## src/rtl/mem_arbiter_if.sv

```systemverilog
// Bus bundle for mem_arbiter: fetch port, load/store port and byte-wide RAM port.
// The slave modport is the arbiter's view; master is the requesters/RAM side.
interface mem_arbiter_if;
    logic        inst_req;
    logic [31:0] inst_addr;
    logic        inst_done;
    logic [31:0] inst_data;
    logic        flush;

    logic        data_req;
    logic        data_we;
    logic        data_signed;
    logic [1:0]  data_len;
    logic [31:0] data_addr;
    logic [31:0] data_wdata;
    logic [31:0] data_rdata;
    logic        data_done;

    logic        ram_rw;
    logic [31:0] ram_addr;
    logic [7:0]  ram_wdata;
    logic [7:0]  ram_rdata;
    logic        io_buffer_full;

    modport slave (
        input  inst_req, inst_addr, flush,
        input  data_req, data_we, data_signed, data_len, data_addr, data_wdata,
        input  ram_rdata, io_buffer_full,
        output inst_done, inst_data, data_rdata, data_done,
        output ram_rw, ram_addr, ram_wdata
    );

    modport master (
        output inst_req, inst_addr, flush,
        output data_req, data_we, data_signed, data_len, data_addr, data_wdata,
        output ram_rdata, io_buffer_full,
        input  inst_done, inst_data, data_rdata, data_done,
        input  ram_rw, ram_addr, ram_wdata
    );
endinterface

```

## src/rtl/mem_arbiter.sv

```systemverilog
// Arbitrates instruction fetches and data loads/stores onto a byte-wide RAM port.
// Define MEM_ARB_RR_EN for round-robin arbitration; default gives data strict priority.
module mem_arbiter #(
    parameter logic [31:0] IO_BASE = 32'h0003_0000
) (
    input  logic          clk,
    input  logic          rst,
    mem_arbiter_if.slave  bus
);

    typedef enum logic [1:0] {IDLE, INST_RD, DATA_RD, DATA_WR} state_t;

    state_t      state_q, state_d;
    logic [1:0]  cnt_q, cnt_d;
    logic [1:0]  last_q, last_d;
    logic [31:0] rbuf_q, rbuf_d;
    logic        ram_rw_q, ram_rw_d;
    logic [31:0] ram_addr_q, ram_addr_d;
    logic [7:0]  ram_wdata_q, ram_wdata_d;
    logic        inst_done_q, inst_done_d;
    logic        data_done_q, data_done_d;
    logic [31:0] inst_data_q, inst_data_d;
    logic [31:0] data_rdata_q, data_rdata_d;
`ifdef MEM_ARB_RR_EN
    logic        data_last_q, data_last_d;
`endif

    logic [31:0] assembled;
    logic [31:0] io_off;
    logic [1:0]  cnt_nxt;
    logic        io_hit, done_any, data_ok, inst_ok, grant_data, grant_inst;

    function automatic logic [1:0] last_index(input logic [1:0] len);
        case (len)
            2'd0:    return 2'd0;
            2'd1:    return 2'd1;
            default: return 2'd3;
        endcase
    endfunction

    function automatic logic [31:0] extend(input logic [31:0] w, input logic [1:0] last,
                                           input logic sgn);
        case (last)
            2'd0:    return {{24{sgn & w[7]}}, w[7:0]};
            2'd1:    return {{16{sgn & w[15]}}, w[15:0]};
            default: return w;
        endcase
    endfunction

    // Unsigned offset test covers the whole 8-byte window without overflow at the top.
    assign io_off   = bus.data_addr - IO_BASE;
    assign io_hit   = (io_off < 32'd8);
    assign done_any = inst_done_q | data_done_q;
    assign data_ok  = bus.data_req & ~(bus.data_we & io_hit & bus.io_buffer_full) & ~done_any;
    assign inst_ok  = bus.inst_req & ~bus.flush & ~done_any;
`ifdef MEM_ARB_RR_EN
    assign grant_data = data_ok & (~inst_ok | ~data_last_q);
`else
    assign grant_data = data_ok;
`endif
    assign grant_inst = inst_ok & ~grant_data;
    assign cnt_nxt    = cnt_q + 2'd1;

    always_comb begin
        // NOTE: every variable gets a default first so no path can infer a latch.
        state_d      = state_q;
        cnt_d        = cnt_q;
        last_d       = last_q;
        rbuf_d       = rbuf_q;
        ram_rw_d     = ram_rw_q;
        ram_addr_d   = ram_addr_q;
        ram_wdata_d  = ram_wdata_q;
        inst_done_d  = 1'b0;
        data_done_d  = 1'b0;
        inst_data_d  = inst_data_q;
        data_rdata_d = data_rdata_q;
`ifdef MEM_ARB_RR_EN
        data_last_d  = data_last_q;
`endif
        assembled = rbuf_q;
        assembled[{cnt_q, 3'b000} +: 8] = bus.ram_rdata;

        case (state_q)
            IDLE: begin
                if (grant_data) begin
                    state_d    = bus.data_we ? DATA_WR : DATA_RD;
                    cnt_d      = 2'd0;
                    last_d     = last_index(bus.data_len);
                    ram_addr_d = bus.data_addr;
                    if (bus.data_we) begin
                        ram_rw_d    = 1'b1;
                        ram_wdata_d = bus.data_wdata[7:0];
                    end
`ifdef MEM_ARB_RR_EN
                    data_last_d = 1'b1;
`endif
                end else if (grant_inst) begin
                    state_d    = INST_RD;
                    cnt_d      = 2'd0;
                    last_d     = 2'd3;
                    ram_addr_d = bus.inst_addr;
`ifdef MEM_ARB_RR_EN
                    data_last_d = 1'b0;
`endif
                end
            end
            INST_RD: begin
                if (bus.flush) begin
                    state_d = IDLE;
                end else begin
                    rbuf_d = assembled;
                    if (cnt_q == last_q) begin
                        state_d     = IDLE;
                        inst_done_d = 1'b1;
                        inst_data_d = assembled;
                    end else begin
                        cnt_d      = cnt_nxt;
                        ram_addr_d = ram_addr_q + 32'd1;
                    end
                end
            end
            DATA_RD: begin
                rbuf_d = assembled;
                if (cnt_q == last_q) begin
                    state_d      = IDLE;
                    data_done_d  = 1'b1;
                    data_rdata_d = extend(assembled, last_q, bus.data_signed);
                end else begin
                    cnt_d      = cnt_nxt;
                    ram_addr_d = ram_addr_q + 32'd1;
                end
            end
            DATA_WR: begin
                if (cnt_q == last_q) begin
                    state_d     = IDLE;
                    ram_rw_d    = 1'b0;
                    data_done_d = 1'b1;
                end else begin
                    cnt_d       = cnt_nxt;
                    ram_addr_d  = ram_addr_q + 32'd1;
                    ram_wdata_d = bus.data_wdata[{cnt_nxt, 3'b000} +: 8];
                end
            end
            default: state_d = IDLE;
        endcase
    end

    always_ff @(posedge clk or negedge rst) begin
        if (!rst) begin
            state_q      <= IDLE;
            cnt_q        <= 2'd0;
            last_q       <= 2'd0;
            rbuf_q       <= 32'd0;
            ram_rw_q     <= 1'b0;
            ram_addr_q   <= 32'd0;
            ram_wdata_q  <= 8'd0;
            inst_done_q  <= 1'b0;
            data_done_q  <= 1'b0;
            inst_data_q  <= 32'd0;
            data_rdata_q <= 32'd0;
`ifdef MEM_ARB_RR_EN
            data_last_q  <= 1'b0;
`endif
        end else begin
            // NOTE: non-blocking assignments keep every flop sampling pre-edge values.
            state_q      <= state_d;
            cnt_q        <= cnt_d;
            last_q       <= last_d;
            rbuf_q       <= rbuf_d;
            ram_rw_q     <= ram_rw_d;
            ram_addr_q   <= ram_addr_d;
            ram_wdata_q  <= ram_wdata_d;
            inst_done_q  <= inst_done_d;
            data_done_q  <= data_done_d;
            inst_data_q  <= inst_data_d;
            data_rdata_q <= data_rdata_d;
`ifdef MEM_ARB_RR_EN
            data_last_q  <= data_last_d;
`endif
        end
    end

    assign bus.ram_rw     = ram_rw_q;
    assign bus.ram_addr   = ram_addr_q;
    assign bus.ram_wdata  = ram_wdata_q;
    assign bus.inst_done  = inst_done_q;
    assign bus.data_done  = data_done_q;
    assign bus.inst_data  = inst_data_q;
    assign bus.data_rdata = data_rdata_q;

endmodule

```

## src/flat_wrapper.sv

```systemverilog
// flat-port wrapper written by rule: the top's interface ports become plain ports
module mem_arbiter_flat 
#(
    parameter logic [31:0] IO_BASE = 32'h0003_0000
)
  (clk, rst, bus_inst_req, bus_inst_addr, bus_flush, bus_data_req, bus_data_we, bus_data_signed, bus_data_len, bus_data_addr, bus_data_wdata, bus_ram_rdata, bus_io_buffer_full, bus_inst_done, bus_inst_data, bus_data_rdata, bus_data_done, bus_ram_rw, bus_ram_addr, bus_ram_wdata);
  mem_arbiter_if bus_i ();
  input  logic clk;
  input  logic rst;
  input wire logic [$bits(bus_i.inst_req)-1:0] bus_inst_req;
  input wire logic [$bits(bus_i.inst_addr)-1:0] bus_inst_addr;
  input wire logic [$bits(bus_i.flush)-1:0] bus_flush;
  input wire logic [$bits(bus_i.data_req)-1:0] bus_data_req;
  input wire logic [$bits(bus_i.data_we)-1:0] bus_data_we;
  input wire logic [$bits(bus_i.data_signed)-1:0] bus_data_signed;
  input wire logic [$bits(bus_i.data_len)-1:0] bus_data_len;
  input wire logic [$bits(bus_i.data_addr)-1:0] bus_data_addr;
  input wire logic [$bits(bus_i.data_wdata)-1:0] bus_data_wdata;
  input wire logic [$bits(bus_i.ram_rdata)-1:0] bus_ram_rdata;
  input wire logic [$bits(bus_i.io_buffer_full)-1:0] bus_io_buffer_full;
  output wire logic [$bits(bus_i.inst_done)-1:0] bus_inst_done;
  output wire logic [$bits(bus_i.inst_data)-1:0] bus_inst_data;
  output wire logic [$bits(bus_i.data_rdata)-1:0] bus_data_rdata;
  output wire logic [$bits(bus_i.data_done)-1:0] bus_data_done;
  output wire logic [$bits(bus_i.ram_rw)-1:0] bus_ram_rw;
  output wire logic [$bits(bus_i.ram_addr)-1:0] bus_ram_addr;
  output wire logic [$bits(bus_i.ram_wdata)-1:0] bus_ram_wdata;
  assign bus_i.inst_req = bus_inst_req;
  assign bus_i.inst_addr = bus_inst_addr;
  assign bus_i.flush = bus_flush;
  assign bus_i.data_req = bus_data_req;
  assign bus_i.data_we = bus_data_we;
  assign bus_i.data_signed = bus_data_signed;
  assign bus_i.data_len = bus_data_len;
  assign bus_i.data_addr = bus_data_addr;
  assign bus_i.data_wdata = bus_data_wdata;
  assign bus_i.ram_rdata = bus_ram_rdata;
  assign bus_i.io_buffer_full = bus_io_buffer_full;
  assign bus_inst_done = bus_i.inst_done;
  assign bus_inst_data = bus_i.inst_data;
  assign bus_data_rdata = bus_i.data_rdata;
  assign bus_data_done = bus_i.data_done;
  assign bus_ram_rw = bus_i.ram_rw;
  assign bus_ram_addr = bus_i.ram_addr;
  assign bus_ram_wdata = bus_i.ram_wdata;
  mem_arbiter #(.IO_BASE(IO_BASE)) u_core (.clk(clk), .rst(rst), .bus(bus_i));
endmodule
```

## config.mk

```make
export PLATFORM = sky130hd
export DESIGN_NAME = mem_arbiter_flat
export DESIGN_NICKNAME = d
export VERILOG_FILES = /design/src/rtl/mem_arbiter_if.sv /design/src/rtl/mem_arbiter.sv /design/src/flat_wrapper.sv
export SDC_FILE = /design/constraint.sdc
export NUM_CORES = 1
export LEC_CHECK = 0
export BUFFER_PORTS_ARGS = -buffer_cell sky130_fd_sc_hd__buf_4
export CORE_MARGIN = 2
export CORE_UTILIZATION = 51
export CTS_CLUSTER_DIAMETER = 100
export DETAILED_ROUTE_END_ITERATION = 10
export GPL_TIMING_DRIVEN = 0
export PLACE_DENSITY = 0.79
export SYNTH_ARGS = -nofsm -noshare
export SYNTH_HDL_FRONTEND = slang
export SYNTH_SLANG_ARGS = --single-unit
```

## constraint.sdc

```tcl
create_clock -name clk -period 4.3 [get_ports clk]
set_input_delay 0.215 -clock clk [delete_from_list [all_inputs] [get_ports clk]]
set_output_delay 0.215 -clock clk [all_outputs]
set_load 0.02 [all_outputs]
```

Word-level counts from Yosys, hierarchy flattened
Index checks and enable logic that the tools add are counted.
{"block": "totals", "out_inout_bits": 107, "in_bits": 114, "word_cells": 94, "ff_bits": 145}
{"block": "classes", "eq_ne": 12, "add_sub_neg": 4, "magnitude_cmp": 1, "n_reduce_logical": 14, "n_shift": 3, "mux": 35, "bitwise_logic": 14}
{"cell": "$mux 32", "count": 5}
{"cell": "$pmux 32 s2", "count": 2}
{"cell": "$pmux 32 s3", "count": 1}
{"cell": "$add 32x1->32 const B", "count": 1}
{"cell": "$bwmux 32", "count": 1}
{"cell": "$lt 32x4->1 const B", "count": 1}
{"cell": "$shift 8x7->32 const A", "count": 1}
{"cell": "$shiftx 32x6->8", "count": 1}
{"cell": "$shiftx 8x7->32", "count": 1}
{"cell": "$sub 32x18->32 const B", "count": 1}
{"cell": "$mux 8", "count": 3}
{"cell": "$mux 2", "count": 10}
{"cell": "$pmux 8 s2", "count": 1}
{"cell": "$pmux 2 s3", "count": 2}
{"cell": "$and 1x1->1", "count": 9}
{"cell": "$mux 1", "count": 8}
{"cell": "$reduce_and 2->1", "count": 4}
{"cell": "$reduce_and 4->1", "count": 2}
{"cell": "$neg 5->7", "count": 1}
{"cell": "$eq 2x1->1 const B", "count": 3}
{"cell": "$logic_not 2->1", "count": 3}
{"cell": "$ne 2x2->1 const B", "count": 3}
{"cell": "$reduce_bool 2->1", "count": 3}
{"cell": "$eq 2x2->1 const B", "count": 2}
{"cell": "10 further kinds", "count": 14}

Depth between registers and ports, before layout
{"block": "logic_depth", "ltp_word": 12, "mapped_depth": 11, "depth_no_buf": 8}

Worst setup path after synthesis
OpenSTA, ideal clock, no wires.
{"block": "synth_timing", "kind": "register to register", "from": "reg u_core.cnt_q[0]", "to": "reg u_core.data_rdata_q[21] (netlist: u_core.bus.data_rdata[21])", "path_buffers": 3, "synth_period_minus_slack_ps": 2363, "slack_ps": 1937, "path_stages_with_launch": 11, "arrival_time_ps": 2241, "setup_time_ps": 123, "required_ps": 4177, "cell_sequence": "dfrtp_1 -> buf_2 -> inv_1 -> ha_1 -> clkbuf_1 -> nor2b_1 -> a31oi_1 -> o21ai_2 -> nor2_1 -> buf_4 -> a21oi_1"}
{"block": "synth_via", "elab_chain_len": 5, "elab_cells_between_ends": 9, "cone_classes": "1 x add/sub; 1 x eq/ne; 2 x shift; 2 x mux; 2 x bitwise; 1 x reduce/logical"}
{"element": "from (decl)", "line_no": "mem_arbiter.sv:14", "text": "logic [1:0] cnt_q, cnt_d;"}
{"element": "from (signal assigned)", "line_no": "mem_arbiter.sv:167", "text": "cnt_q <= cnt_d;"}
{"element": "$neg 5->7", "line_no": "mem_arbiter.sv:81", "text": "assembled[{cnt_q, 3'b000} +: 8] = bus.ram_rdata;"}
{"element": "$shiftx 8x7->32 or $shift 8x7->32 (tied branches)", "line_no": "mem_arbiter.sv:81"}
{"element": "$bwmux 32", "line_no": "mem_arbiter.sv:81"}
{"element": "$and 1x1->1, on equally long branches", "line_no": "mem_arbiter.sv:45, mem_arbiter.sv:44"}
{"element": "$pmux 32 s2", "line_no": "mem_arbiter.sv:43", "text": "case (last)"}
{"element": "to (signal assigned)", "line_no": "mem_arbiter.sv:176", "text": "data_rdata_q <= data_rdata_d;"}
{"element": "to (decl)", "line_no": "mem_arbiter.sv:23", "text": "logic [31:0] data_rdata_q, data_rdata_d;"}
Several ways; a longest one is shown, not always the timed one.
A chain may end at the register's enable or synchronous reset.

Worst setup path after layout
{"block": "layout_timing", "from": "reg u_core.cnt_q[0]", "to": "reg u_core.data_rdata_q[28] (netlist: u_core.bus.data_rdata[28])"}
The elaborated chain is that of the path after synthesis.

==> flow_summary.yaml <==
drt:
  met2_wirelength_um: 12000
  vias_per_cell: 6.02
  vias: 7645
  dr.first_iter.drc_count: 672
  wl_per_cell_um: 19.7
  antenna_left: 0
  met3WireLength_um: 2410
  wirelength_um: 25000
  dr.pass1.iters: 5
  routed.top_layer: "met4"
  drc_errors: 0
  wl_met1_um: 9920
finish:
  drive_above_1_share_pct: 27.6
  antenna_cells: 0
  instances_no_fill: 1269
  fin_nets: 1192
  area_growth_pct: 33.0
yosys:
  syn_inst: 831
  synth_cell_types: 63
  synth_seq_cells: 145
  synth_top_family_by_area: "compound AO/OA/AOI/OAI gates"
  synthXorXnorAreaFrac_pct: 0.463
  synthAdderAreaFrac_pct: 0.993
  yosys_most_used_dff: "dfrtp_1"
  synth-edff-count: 0
  synth-async-reset-ratio_pct: 100
  yosysSeqAreaShare_pct: 48.0
  syn_avg_cell_area_um2: 9.10
  synth-compound-area-share_pct: 24.5
  syn_area_um2: 7560
  yosysWarnings: 0
  muxShareOfSynthArea_pct: 2.81
  synth_nets: 951
  synthSimpleGateAreaFrac_pct: 19.5
floorplanning:
  die_area_um2: 15800
  rows: 44
  fp.coreArea_um2: 14500
  ios: 221
  chipWidth_um: 126
  start_util_pct: 52.0
  die_height_um: 126
timing:
  maxSlewHeadroom_pct: 33.3
  max_freq_mhz: 313
  fin_crit_sh_pct: 74.4
  finalMaxSlewViolations: 0
  worst_clock_skew_ps: 5.91
  setup_tns_ps: 0
  fin_crit_ps: 3200
  final-hold-violation-count: 0
  setup_viol: 0
  rsz0062_at_grt: "no"
  max_slew.worst_pin.slew_ps: 1000
worst_setup_path:
  path_max_fanout: 10
  crit_path_start: "u_core.cnt_q[0]"
  path_cells: "buf_2, inv_1, ha_1, clkbuf_1, nor2b_1, a31oi_1, o21ai_2, nor2_1, buf_4, a21oi_1"
  max_stage_delay_ps: 470
  worst-endpoint-arrival_ps: 3500
  cp_num_buf_inv: 4
  critPathRequiredTime_ps: 4600
  critical-path-top-delay-family: "buffers and inverters"
  critPathKind: "reg2reg"
  endpoint_kind: "flip-flop"
  crit_slowest_cell: "a31oi_1"
  reg2reg_from: "u_core.cnt_q[0]"
  critPathLaunchType: "flip-flop"
  rrSetupSlack_ps: 1100
pwr:
  power_leakage_uw: 0.00446
  ir_drop_mv: 0.450
  switching_share_pct: 45.5
  pwr-share-clk_pct: 16.7
  p_per_area_nw_per_um2: 864
  power.share.sequential_pct: 28.8
  intPower_uw: 4740
  comb_power_share_pct: 54.6
  p_switching_uw: 3950
placement:
  place.gp.congestion: 0.990
  dp.cells: 1236
  portBuffers: 220
  dpl.hpwl_um: 18400
cts:
  clock_sinks: 145
  path_clk_slew_ps: 60
  cts_tree: "built"
  insertion_delay_ps: 430
  cts_root_buf: "clkbuf_16"
  clk_path_buf_depth: 2
  cts_buffers: 17
  htreeDepth: 4
worst_hold_path:
  min_from: "bus_data_len[1]"
  hold_class: "in2reg"
global_route:
  grtUsageTotal_pct: 31.4
  grt_pass1_vias: 7429
  grt_max_degree: 82
  grt_pass1_wl_um: 39300
  antenna_found_initial: 0
  grt_overflow: 0
job:
  max-cap-violations: 0
outcome:
  status: "complete, no violations"
-- layer usage --
layer | vias to the layer above | global-route usage, %
met1 | 3642 | 41.1
met5 | - | 0
li1 | 3498 | -
met3 | 51 | 6.97
met2 | 454 | 51.3
met4 | 0 | 12.6
-- cell families after synthesis --
| kind of cell | Yosys count |
|---|---|
| adder cells (fa/ha/maj) | 6 |
| flip-flops | 145 |
| buffers and inverters | 63 |
| AND/OR/NAND/NOR | 298 |
| AO/OA/AOI/OAI | 296 |
| multiplexers | 19 |
| XOR/XNOR | 4 |
-- worst paths after layout --
| path | depth (start not counted) | to |
|---|---|---|
| max reg2reg | 10 | u_core.bus.data_rdata[28] |
| min in group asynchronous | 2 | u_core.bus.inst_data[6] |
| max in group asynchronous | 3 | u_core.bus.ram_addr[16] |
| min reg2reg | 2 | u_core.bus.inst_data[29] |
| max | 10 | u_core.bus.data_rdata[28] |
| min | 3 | u_core.last_q[0] |
-- sequential cells by signal, indices dropped and copies added (netlist names) --
register and count:
u_core.bus.data_done 1, u_core.bus.data_rdata 32, u_core.rbuf_q 32, u_core.cnt_q 2
u_core.state_q 2, u_core.bus.inst_done 1, u_core.bus.inst_data 32, u_core.bus.ram_rw 1
u_core.last_q 2, u_core.bus.ram_wdata 8, u_core.bus.ram_addr 32
-- final cells by class --
type / instances / area, um^2
Inverter: 8 / 30.0
Timing Repair Buffer: 222 / 1690
Buffer: 55 / 249
Clock inverter: 9 / 105
Sequential cell: 145 / 3630
Multi-Input combinational cell: 623 / 3660
Tap cell: 184 / 230
Fill cell: 1218 / 4470
Clock buffer: 23 / 468
-- power groups by stage --
stage	sequential (uW)	combinational, uW	clock (uW)
after CTS	2490	4710	1450
after global placement	2490	4600	0
after global routing	2580	5140	1510
after detailed placement	2500	4690	0
final	2500	4740	1450
after floorplan	2960	2440	0
-- synthesized netlist by cell type, drive strengths merged, types with 4 or more instances --
cell | count | share of area (%)
nand2 | 74 | 3.7
ha | 6 | 0.99
a41oi | 5 | 0.58
a221oi | 16 | 1.9
a21oi | 118 | 8.0
nor2b | 35 | 2.9
nand3 | 14 | 1.1
dfrtp | 145 | 48
o22ai | 13 | 1.2
and4 | 4 | 0.46
buf | 19 | 1.5
o22a | 18 | 2.1
mux2 | 18 | 2.7
o21a | 4 | 0.40
nor3 | 8 | 0.68
nand4 | 10 | 0.83
nand2b | 16 | 1.3
a22o | 10 | 1.2
inv | 8 | 0.40
and3 | 8 | 0.66
a221o | 5 | 0.66
o21ai | 74 | 5.1
a31oi | 9 | 0.74
and2 | 8 | 0.66
nor2 | 102 | 5.1
a211oi | 4 | 0.40
nor4 | 10 | 0.83
clkbuf | 36 | 1.8
-- repair_timing --
item	in CTS	in global routing
buffers inserted	0	0
gates resized for setup	0	0
endpoints found under the hold margin	80	0
hold buffers	1	0
-- cells in the final DEF, fill, tap and decap left out, types with 3 or more instances in the layout --
cell       synthesis  final
a211oi_1           4      4
a21o_1             3      3
a21oi_1          117    117
a221o_1            5      5
a221oi_1          16     16
a22o_1            10     10
a31oi_1            9      9
a41oi_1            5      5
and2_1             7      7
and3_1             8      8
and4_1             4      4
buf_2             13     13
buf_4              3    222
buf_6              2      3
clkbuf_1          36     40
clkbuf_16          0     17
clkinv_2           0      4
dfrtp_1          145    145
ha_1               6      6
inv_1              8      8
mux2_2            18     18
nand2_1           74     74
nand2b_1          16     16
nand3_1           13     13
nand4_1           10     10
nor2_1           101    101
nor2b_1           35     35
nor3_1             7      7
nor4_1            10     10
nor4b_2            3      3
o21a_1             4      4
o21ai_0           70     70
o22a_1            18     18
o22ai_1           12     12
o32a_1             3      3
-- worst reg2reg max path, stage by stage, from the launching register on --
cell,delay (ps)
dfrtp_1,390
buf_2,170
inv_1,250
ha_1,240
clkbuf_1,340
nor2b_1,100
a31oi_1,470
o21ai_2,270
nor2_1,470
buf_4,280
a21oi_1,90
-- stage by stage --
| step | total power (uW) | area (um^2) | utilization, % | setup slack [ps] | hold slack [ps] |
|---|---|---|---|---|---|
| detailed placement | 7190 | 9480 | 65.2 | 1140 | 304 |
| floorplan | 5400 | 7560 | - | 1940 | -80.6 |
| global placement | 7090 | 9450 | 65.0 | 1200 | 466 |
| finish | 8700 | 10100 | 69.2 | 1100 | 46.2 |
| global route | 9230 | 10100 | 69.2 | 820 | 52.1 |
| CTS | 8650 | 10100 | 69.2 | 1130 | 43.2 |
Power figures use the tool's default switching activity.
